File: src/rtl/pc_sequencer_pkg.sv
// rtl/pc_sequencer_pkg.sv - shared encodings and constants for the PC sequencer
package pc_sequencer_pkg;

    typedef enum logic [1:0] {
        ST_BOOT = 2'b00,
        ST_RUN  = 2'b01,
        ST_WAIT = 2'b10,
        ST_HALT = 2'b11
    } state_e;

    localparam logic [31:0] START_ADDR_DEFAULT = 32'h0001_0000;
    localparam logic [31:0] INSTR_BYTES        = 32'd4;

    // Which rule decided the next pc this cycle, highest priority first.
    typedef enum logic [2:0] {
        SEL_NONE,
        SEL_HALT,
        SEL_EX,
        SEL_ID,
        SEL_STALL,
        SEL_WAIT,
        SEL_SEQ
    } sel_e;

    // Fetch addresses are word aligned; redirect targets drop their low bits.
    function automatic logic [31:0] align_word(input logic [31:0] addr);
        return {addr[31:2], 2'b00};
    endfunction

endpackage

File: src/rtl/pc_sequencer_if.sv
// rtl/pc_sequencer_if.sv - fetch-control bus between pipeline and PC sequencer (optional PC_SEQ_PERF_EN counters)
interface pc_sequencer_if
`ifdef PC_SEQ_PERF_EN
    #(parameter int PERF_W = 32)
`endif
    ;

    logic        stall_d;
    logic        ex_redir;
    logic [31:0] ex_target;
    logic        id_redir;
    logic [31:0] id_target;
    logic        imem_ready;
    logic        halt_req;
    logic        fetch_valid;
    logic [31:0] pc;
    logic [31:0] pc_d;
    logic        flush_d;
    logic        flush_e;
    logic        misalign;
    logic [1:0]  state;

`ifdef PC_SEQ_PERF_EN
    logic [PERF_W-1:0] perf_stall_cnt;
    logic [PERF_W-1:0] perf_redir_cnt;
    logic [PERF_W-1:0] perf_wait_cnt;

    modport master (
        output stall_d, ex_redir, ex_target, id_redir, id_target, imem_ready, halt_req,
        input  fetch_valid, pc, pc_d, flush_d, flush_e, misalign, state,
        input  perf_stall_cnt, perf_redir_cnt, perf_wait_cnt
    );

    modport slave (
        input  stall_d, ex_redir, ex_target, id_redir, id_target, imem_ready, halt_req,
        output fetch_valid, pc, pc_d, flush_d, flush_e, misalign, state,
        output perf_stall_cnt, perf_redir_cnt, perf_wait_cnt
    );
`else
    modport master (
        output stall_d, ex_redir, ex_target, id_redir, id_target, imem_ready, halt_req,
        input  fetch_valid, pc, pc_d, flush_d, flush_e, misalign, state
    );

    modport slave (
        input  stall_d, ex_redir, ex_target, id_redir, id_target, imem_ready, halt_req,
        output fetch_valid, pc, pc_d, flush_d, flush_e, misalign, state
    );
`endif

endinterface

File: src/rtl/pc_next_sel.sv
// rtl/pc_next_sel.sv - combinational priority select of the next fetch address
module pc_next_sel
    import pc_sequencer_pkg::*;
(
    input  logic        active,
    input  logic        halt_req,
    input  logic        ex_redir,
    input  logic [31:0] ex_target,
    input  logic        id_redir,
    input  logic [31:0] id_target,
    input  logic        stall_d,
    input  logic        imem_ready,
    input  logic [31:0] pc,
    output sel_e        sel,
    output logic [31:0] next_pc,
    output logic        flush_d,
    output logic        flush_e,
    output logic        misalign_hit
);

    // Halt beats redirects; the older EX redirect beats the ID one; redirects beat holds.
    always_comb begin
        sel          = SEL_NONE;
        next_pc      = pc;
        flush_d      = 1'b0;
        flush_e      = 1'b0;
        misalign_hit = 1'b0;
        if (active) begin
            if (halt_req) begin
                sel = SEL_HALT;
            end else if (ex_redir) begin
                sel          = SEL_EX;
                next_pc      = align_word(ex_target);
                flush_d      = 1'b1;
                flush_e      = 1'b1;
                misalign_hit = (ex_target[1:0] != 2'b00);
            end else if (id_redir) begin
                sel          = SEL_ID;
                next_pc      = align_word(id_target);
                flush_d      = 1'b1;
                misalign_hit = (id_target[1:0] != 2'b00);
            end else if (stall_d) begin
                sel = SEL_STALL;
            end else if (!imem_ready) begin
                sel = SEL_WAIT;
            end else begin
                sel     = SEL_SEQ;
                next_pc = pc + INSTR_BYTES;
            end
        end
    end

endmodule

File: src/rtl/pc_sequencer.sv
// rtl/pc_sequencer.sv - fetch PC owner and redirect/flush controller (optional PC_SEQ_PERF_EN counters)
module pc_sequencer
    import pc_sequencer_pkg::*;
#(
    parameter logic [31:0] START_ADDR = START_ADDR_DEFAULT
`ifdef PC_SEQ_PERF_EN
    ,
    parameter int PERF_W = 32
`endif
) (
    input  logic                 clk,
    input  logic                 rst_n,
    pc_sequencer_if.slave        bus
);

    state_e      state_q, state_d;
    logic [31:0] pc_q, pc_d;
    logic [31:0] dpc_q, dpc_d;
    logic        misalign_q, misalign_d;
    logic        fetch_valid_q, fetch_valid_d;

    logic        active;
    sel_e        sel;
    logic [31:0] next_pc;
    logic        sel_flush_d;
    logic        sel_flush_e;
    logic        misalign_hit;

    assign active = (state_q == ST_RUN) || (state_q == ST_WAIT);

    pc_next_sel u_next_sel (
        .active       (active),
        .halt_req     (bus.halt_req),
        .ex_redir     (bus.ex_redir),
        .ex_target    (bus.ex_target),
        .id_redir     (bus.id_redir),
        .id_target    (bus.id_target),
        .stall_d      (bus.stall_d),
        .imem_ready   (bus.imem_ready),
        .pc           (pc_q),
        .sel          (sel),
        .next_pc      (next_pc),
        .flush_d      (sel_flush_d),
        .flush_e      (sel_flush_e),
        .misalign_hit (misalign_hit)
    );

    // Next state, fetch pc and decode pc from the selected rule.
    always_comb begin
        state_d    = state_q;
        pc_d       = next_pc;
        dpc_d      = dpc_q;
        misalign_d = misalign_q | misalign_hit;
        case (sel)
            SEL_NONE:         if (state_q == ST_BOOT) state_d = ST_RUN;
            SEL_HALT:         state_d = ST_HALT;
            SEL_EX, SEL_ID:   state_d = ST_RUN;
            SEL_STALL:        state_d = state_q;
            SEL_WAIT:         state_d = ST_WAIT;
            SEL_SEQ: begin
                state_d = ST_RUN;
                dpc_d   = pc_q;
            end
            default:          state_d = state_q;
        endcase
        fetch_valid_d = (state_d == ST_RUN) || (state_d == ST_WAIT);
    end

    // FSM and fetch registers.
    always_ff @(posedge clk or negedge rst_n) begin
        if (!rst_n) begin
            state_q       <= ST_BOOT;
            pc_q          <= START_ADDR;
            dpc_q         <= START_ADDR;
            misalign_q    <= 1'b0;
            fetch_valid_q <= 1'b0;
        end else begin
            state_q       <= state_d;
            pc_q          <= pc_d;
            dpc_q         <= dpc_d;
            misalign_q    <= misalign_d;
            fetch_valid_q <= fetch_valid_d;
        end
    end

    assign bus.fetch_valid = fetch_valid_q;
    assign bus.pc          = pc_q;
    assign bus.pc_d        = dpc_q;
    assign bus.flush_d     = sel_flush_d;
    assign bus.flush_e     = sel_flush_e;
    assign bus.misalign    = misalign_q;
    assign bus.state       = state_q;

`ifdef PC_SEQ_PERF_EN
    logic [PERF_W-1:0] stall_cnt_q, stall_cnt_d;
    logic [PERF_W-1:0] redir_cnt_q, redir_cnt_d;
    logic [PERF_W-1:0] wait_cnt_q, wait_cnt_d;
    logic              is_redir;

    assign is_redir = (sel == SEL_EX) || (sel == SEL_ID);

    // Saturating event counters.
    always_comb begin
        stall_cnt_d = stall_cnt_q;
        redir_cnt_d = redir_cnt_q;
        wait_cnt_d  = wait_cnt_q;
        if ((sel == SEL_STALL) && !(&stall_cnt_q)) stall_cnt_d = stall_cnt_q + PERF_W'(1);
        if (is_redir && !(&redir_cnt_q))           redir_cnt_d = redir_cnt_q + PERF_W'(1);
        if ((state_q == ST_WAIT) && !is_redir && !(&wait_cnt_q))
            wait_cnt_d = wait_cnt_q + PERF_W'(1);
    end

    // Counter registers.
    always_ff @(posedge clk or negedge rst_n) begin
        if (!rst_n) begin
            stall_cnt_q <= '0;
            redir_cnt_q <= '0;
            wait_cnt_q  <= '0;
        end else begin
            stall_cnt_q <= stall_cnt_d;
            redir_cnt_q <= redir_cnt_d;
            wait_cnt_q  <= wait_cnt_d;
        end
    end

    assign bus.perf_stall_cnt = stall_cnt_q;
    assign bus.perf_redir_cnt = redir_cnt_q;
    assign bus.perf_wait_cnt  = wait_cnt_q;
`endif

endmodule

File: src/flat_wrapper.sv
// flat-port wrapper written by rule: the top's interface ports become plain ports
module pc_sequencer_flat import pc_sequencer_pkg::*;
#(
    parameter logic [31:0] START_ADDR = START_ADDR_DEFAULT

)
  (clk, rst_n, bus_stall_d, bus_ex_redir, bus_ex_target, bus_id_redir, bus_id_target, bus_imem_ready, bus_halt_req, bus_fetch_valid, bus_pc, bus_pc_d, bus_flush_d, bus_flush_e, bus_misalign, bus_state);
  pc_sequencer_if bus_i ();
  input  logic clk;
  input  logic rst_n;
  input wire logic [$bits(bus_i.stall_d)-1:0] bus_stall_d;
  input wire logic [$bits(bus_i.ex_redir)-1:0] bus_ex_redir;
  input wire logic [$bits(bus_i.ex_target)-1:0] bus_ex_target;
  input wire logic [$bits(bus_i.id_redir)-1:0] bus_id_redir;
  input wire logic [$bits(bus_i.id_target)-1:0] bus_id_target;
  input wire logic [$bits(bus_i.imem_ready)-1:0] bus_imem_ready;
  input wire logic [$bits(bus_i.halt_req)-1:0] bus_halt_req;
  output wire logic [$bits(bus_i.fetch_valid)-1:0] bus_fetch_valid;
  output wire logic [$bits(bus_i.pc)-1:0] bus_pc;
  output wire logic [$bits(bus_i.pc_d)-1:0] bus_pc_d;
  output wire logic [$bits(bus_i.flush_d)-1:0] bus_flush_d;
  output wire logic [$bits(bus_i.flush_e)-1:0] bus_flush_e;
  output wire logic [$bits(bus_i.misalign)-1:0] bus_misalign;
  output wire logic [$bits(bus_i.state)-1:0] bus_state;
  assign bus_i.stall_d = bus_stall_d;
  assign bus_i.ex_redir = bus_ex_redir;
  assign bus_i.ex_target = bus_ex_target;
  assign bus_i.id_redir = bus_id_redir;
  assign bus_i.id_target = bus_id_target;
  assign bus_i.imem_ready = bus_imem_ready;
  assign bus_i.halt_req = bus_halt_req;
  assign bus_fetch_valid = bus_i.fetch_valid;
  assign bus_pc = bus_i.pc;
  assign bus_pc_d = bus_i.pc_d;
  assign bus_flush_d = bus_i.flush_d;
  assign bus_flush_e = bus_i.flush_e;
  assign bus_misalign = bus_i.misalign;
  assign bus_state = bus_i.state;
  pc_sequencer #(.START_ADDR(START_ADDR)) u_core (.clk(clk), .rst_n(rst_n), .bus(bus_i));
endmodule
File: config.mk
export PLATFORM = sky130hd
export DESIGN_NAME = pc_sequencer_flat
export DESIGN_NICKNAME = d
export VERILOG_FILES = /design/src/rtl/pc_sequencer_pkg.sv /design/src/rtl/pc_sequencer_if.sv /design/src/rtl/pc_next_sel.sv /design/src/rtl/pc_sequencer.sv /design/src/flat_wrapper.sv
export SDC_FILE = /design/constraint.sdc
export NUM_CORES = 1
export LEC_CHECK = 0
export CORE_MARGIN = 2
export CORE_UTILIZATION = 40
export DETAILED_ROUTE_END_ITERATION = 10
export HOLD_SLACK_MARGIN = 0.05
export PLACE_DENSITY_LB_ADDON = 0.25
export SLEW_MARGIN = 20
export SYNTH_ARGS = -nofsm -noshare
export SYNTH_HDL_FRONTEND = slang
export SYNTH_HIERARCHICAL = 1
export SYNTH_SLANG_ARGS = --single-unit
export TNS_END_PERCENT = 20
File: constraint.sdc
create_clock -name clk -period 3.1 [get_ports clk]
set_input_delay 0.62 -clock clk [delete_from_list [all_inputs] [get_ports clk]]
set_output_delay 0.62 -clock clk [all_outputs]
set_load 0.01 [all_outputs]
==> results.ini <==
[status]
status=finished clean

[routing]
drt-initial-drc-count=186
first_pass_iters=5
drc=0
totalWireLength_microns=11800
drt.antenna.violating_nets=0
wl_per_cell_microns=18.1
via_count=3713
viasPerCell=5.67

[clock_tree]
cts_resized=0
cts_tree=done
h-tree-depth=3
numClockSinks=68
cts-root-buf=clkbuf_8
cts_setup_buffers=0
clkLatencyLatePin_ns=0.35
clk_pin_slew_ns=0.08
cts_buffers=9
hold_buffers=0
cts_buffer_depth=2

[placed_design]
place_hpwl_microns=8380
placed_cells=639
portBuffers=140
gp_routability_congestion=0.893
dpl_cell_area_sq_um=5320

[synth]
yosysTopAreaCellShare_pct=43.2
synth_seq_cells=68
async_flop_share_pct=100
synth_area_leaders=dfrtp_1 43%, mux2_2 9.4%, a21oi_1 3.8%
syn_nets=459
yosysMostFrequentCell=dfrtp_1
synth-warning-count=6
ys.flop_type=dfrtp_1
synth-edff-count=0
synth_area_sq_um=3820
netlist_instances=385
yosysTopAreaCell=dfrtp_1
syn_area_per_cell_sq_um=9.92
synth_commonest_cells=66 x dfrtp_1, 32 x mux2_2, 31 x nor2_1
synth-seq-area-share_pct=44.6
synth.distinct_cells=67

[timing]
period_share_pct=89.0
fmax_ghz=0.363
setup_tns_ns=0
rsz0062_at_grt=no
slew_headroom_pct=41.8
finalCriticalPeriod_ns=2.76
max_slew.worst_pin.slew_ns=0.872
fin_skew_ns=0.00894
holdWs_ns=0.403
setup_viol=0
finalHoldViolCount=0
slew_violations=0

[critical_path]
cp.arrival_ns=2.14
critPathRequiredTime_ns=2.48
r2r-start=u_core/bus.state[1]
cp-end-kind=output port
critPathKind=reg -> out
critPathBufInv=2
reg2reg_slack_ns=0.47
worst_path_largest_cell_delay_ns=0.55
rr_endpoint=u_core/bus.fetch_valid
cp_slowest_cell=clkdlybuf4s50_1
crit_path_cell_trace=inv_1, ha_1, or2b_2, nor2_1, clkdlybuf4s50_1
critical-path-top-delay-family=buffers and inverters
reg2reg_depth=9
crit_fanout=3
startpoint_type=flop

[floorplanning]
io_pins=141
dieWidth_microns=102
core_area_sq_um=9240
rows=35
start_util_pct=41.3
die_h_microns=102
die_area_sq_um=10300

[power_and_ir_drop]
vdd_drop_max_mv=0.204
power_density_nw_per_um2=315
leakage_nw=2.30

[final_layout]
nNetsFinal=595
utilization_pct=59.4
area.growth.synth_to_final_pct=43.7
diodes=0
fin_area_sq_um=5490
fin_cells=655
drive_gt1_share_pct=14.6

[global_routing]
grt_pass1_wl_microns=19100
gr-usage-all-layers_pct=23.6
grt_pass1_vias=3724
overflow=0
grt_max_degree=69
antenna_found_initial=0

[flow_run]
max-cap-violations=0

[worst_hold_path]
worstHoldPathType=in -> async

[flip-flops by register name (all words and copies together), names as in the netlist]
| register | cells |
|---|---|
| u_core/bus.fetch_valid | 1 |
| u_core/bus.misalign | 1 |
| u_core/bus.pc | 32 |
| u_core/bus.pc_d | 32 |
| u_core/bus.state | 2 |
[layout make-up]
type                       instances  area [sq um]
clock inverter                     5          27.5
clock buffer                      11           141
timing repair buffer             152          1490
tap                              129           161
inverter                          14          52.6
sequential                        68          1700
multi-input combinational        276          1910
fill                             816          3750
[metal layers]
metal  GRT usage (%)  part of all wire, %  vias up
met5               0                    0        -
met4            8.52                  1.7        0
met3            4.55                  7.3       16
met2            38.4                   48      173
met1            31.5                   43     1793
li1                -                    -     1731
[worst max-delay path by stage]
stage                                   endpoint                start  slack [ns]  cells after the start
after floorplan              u_core/bus.pc_d[10]         bus_ex_redir        0.64                      8
after detailed placement  u_core/bus.fetch_valid         bus_halt_req        0.19                      8
after global routing                 bus_flush_d  u_core/bus.state[1]        0.21                      5
final                                bus_flush_d  u_core/bus.state[1]        0.34                      5
after global placement    u_core/bus.fetch_valid         bus_halt_req        0.31                      8
after CTS                            bus_flush_d  u_core/bus.state[0]        0.32                      5
[layout by cell type, fill, tap and decap left out, drive strengths merged, types with 3 or more instances in the layout]
master / instances
or4: 3
clkbuf: 11
a22oi: 3
o21a: 3
inv: 14
nor4: 6
mux2: 32
clkinv: 4
nand4: 11
o221ai: 5
nor2b: 5
a221oi: 4
and3: 10
mux2i: 4
a31oi: 5
o22ai: 14
nor3: 10
buf: 13
dfrtp: 66
a311oi: 6
nand2: 14
a21oi: 29
nand3: 18
nor2: 31
o22a: 8
ha: 3
clkdlybuf4s50: 139
o21ai: 15
[metrics by stage]
stage / power (W) / setup slack, ns
floorplan: 0.000962 / 0.640
global placement: 0.00109 / 0.312
detailed placement: 0.00109 / 0.186
CTS: 0.00175 / 0.319
global route: 0.00179 / 0.214
finish: 0.00173 / 0.342
[power breakdown]
group	leakage (nW)	internal, W	total, W	switching [W]
clock	0.0889	0.000307	0.000655	0.000348
sequential	0.922	0.000887	0.000887	0
combinational	1.29	0.000105	0.000186	0.0000809
total	2.30	0.00130	0.00173	0.000429
[kinds of logic (layout without fill, tap and decap cells)]
logic type,count (synthesis),in the layout,share of synthesized area [%]
flip-flops,68,68,44.6
AND/OR/NAND/NOR,126,126,18.4
AO/OA/AOI/OAI,109,109,19.5
multiplexers,36,36,10.5
adder cells (fa/ha/maj),4,4,1.28
buffers and inverters,41,182,5.47
XOR/XNOR,1,1,0.229
Note: power is estimated with default switching activity, not from simulation.
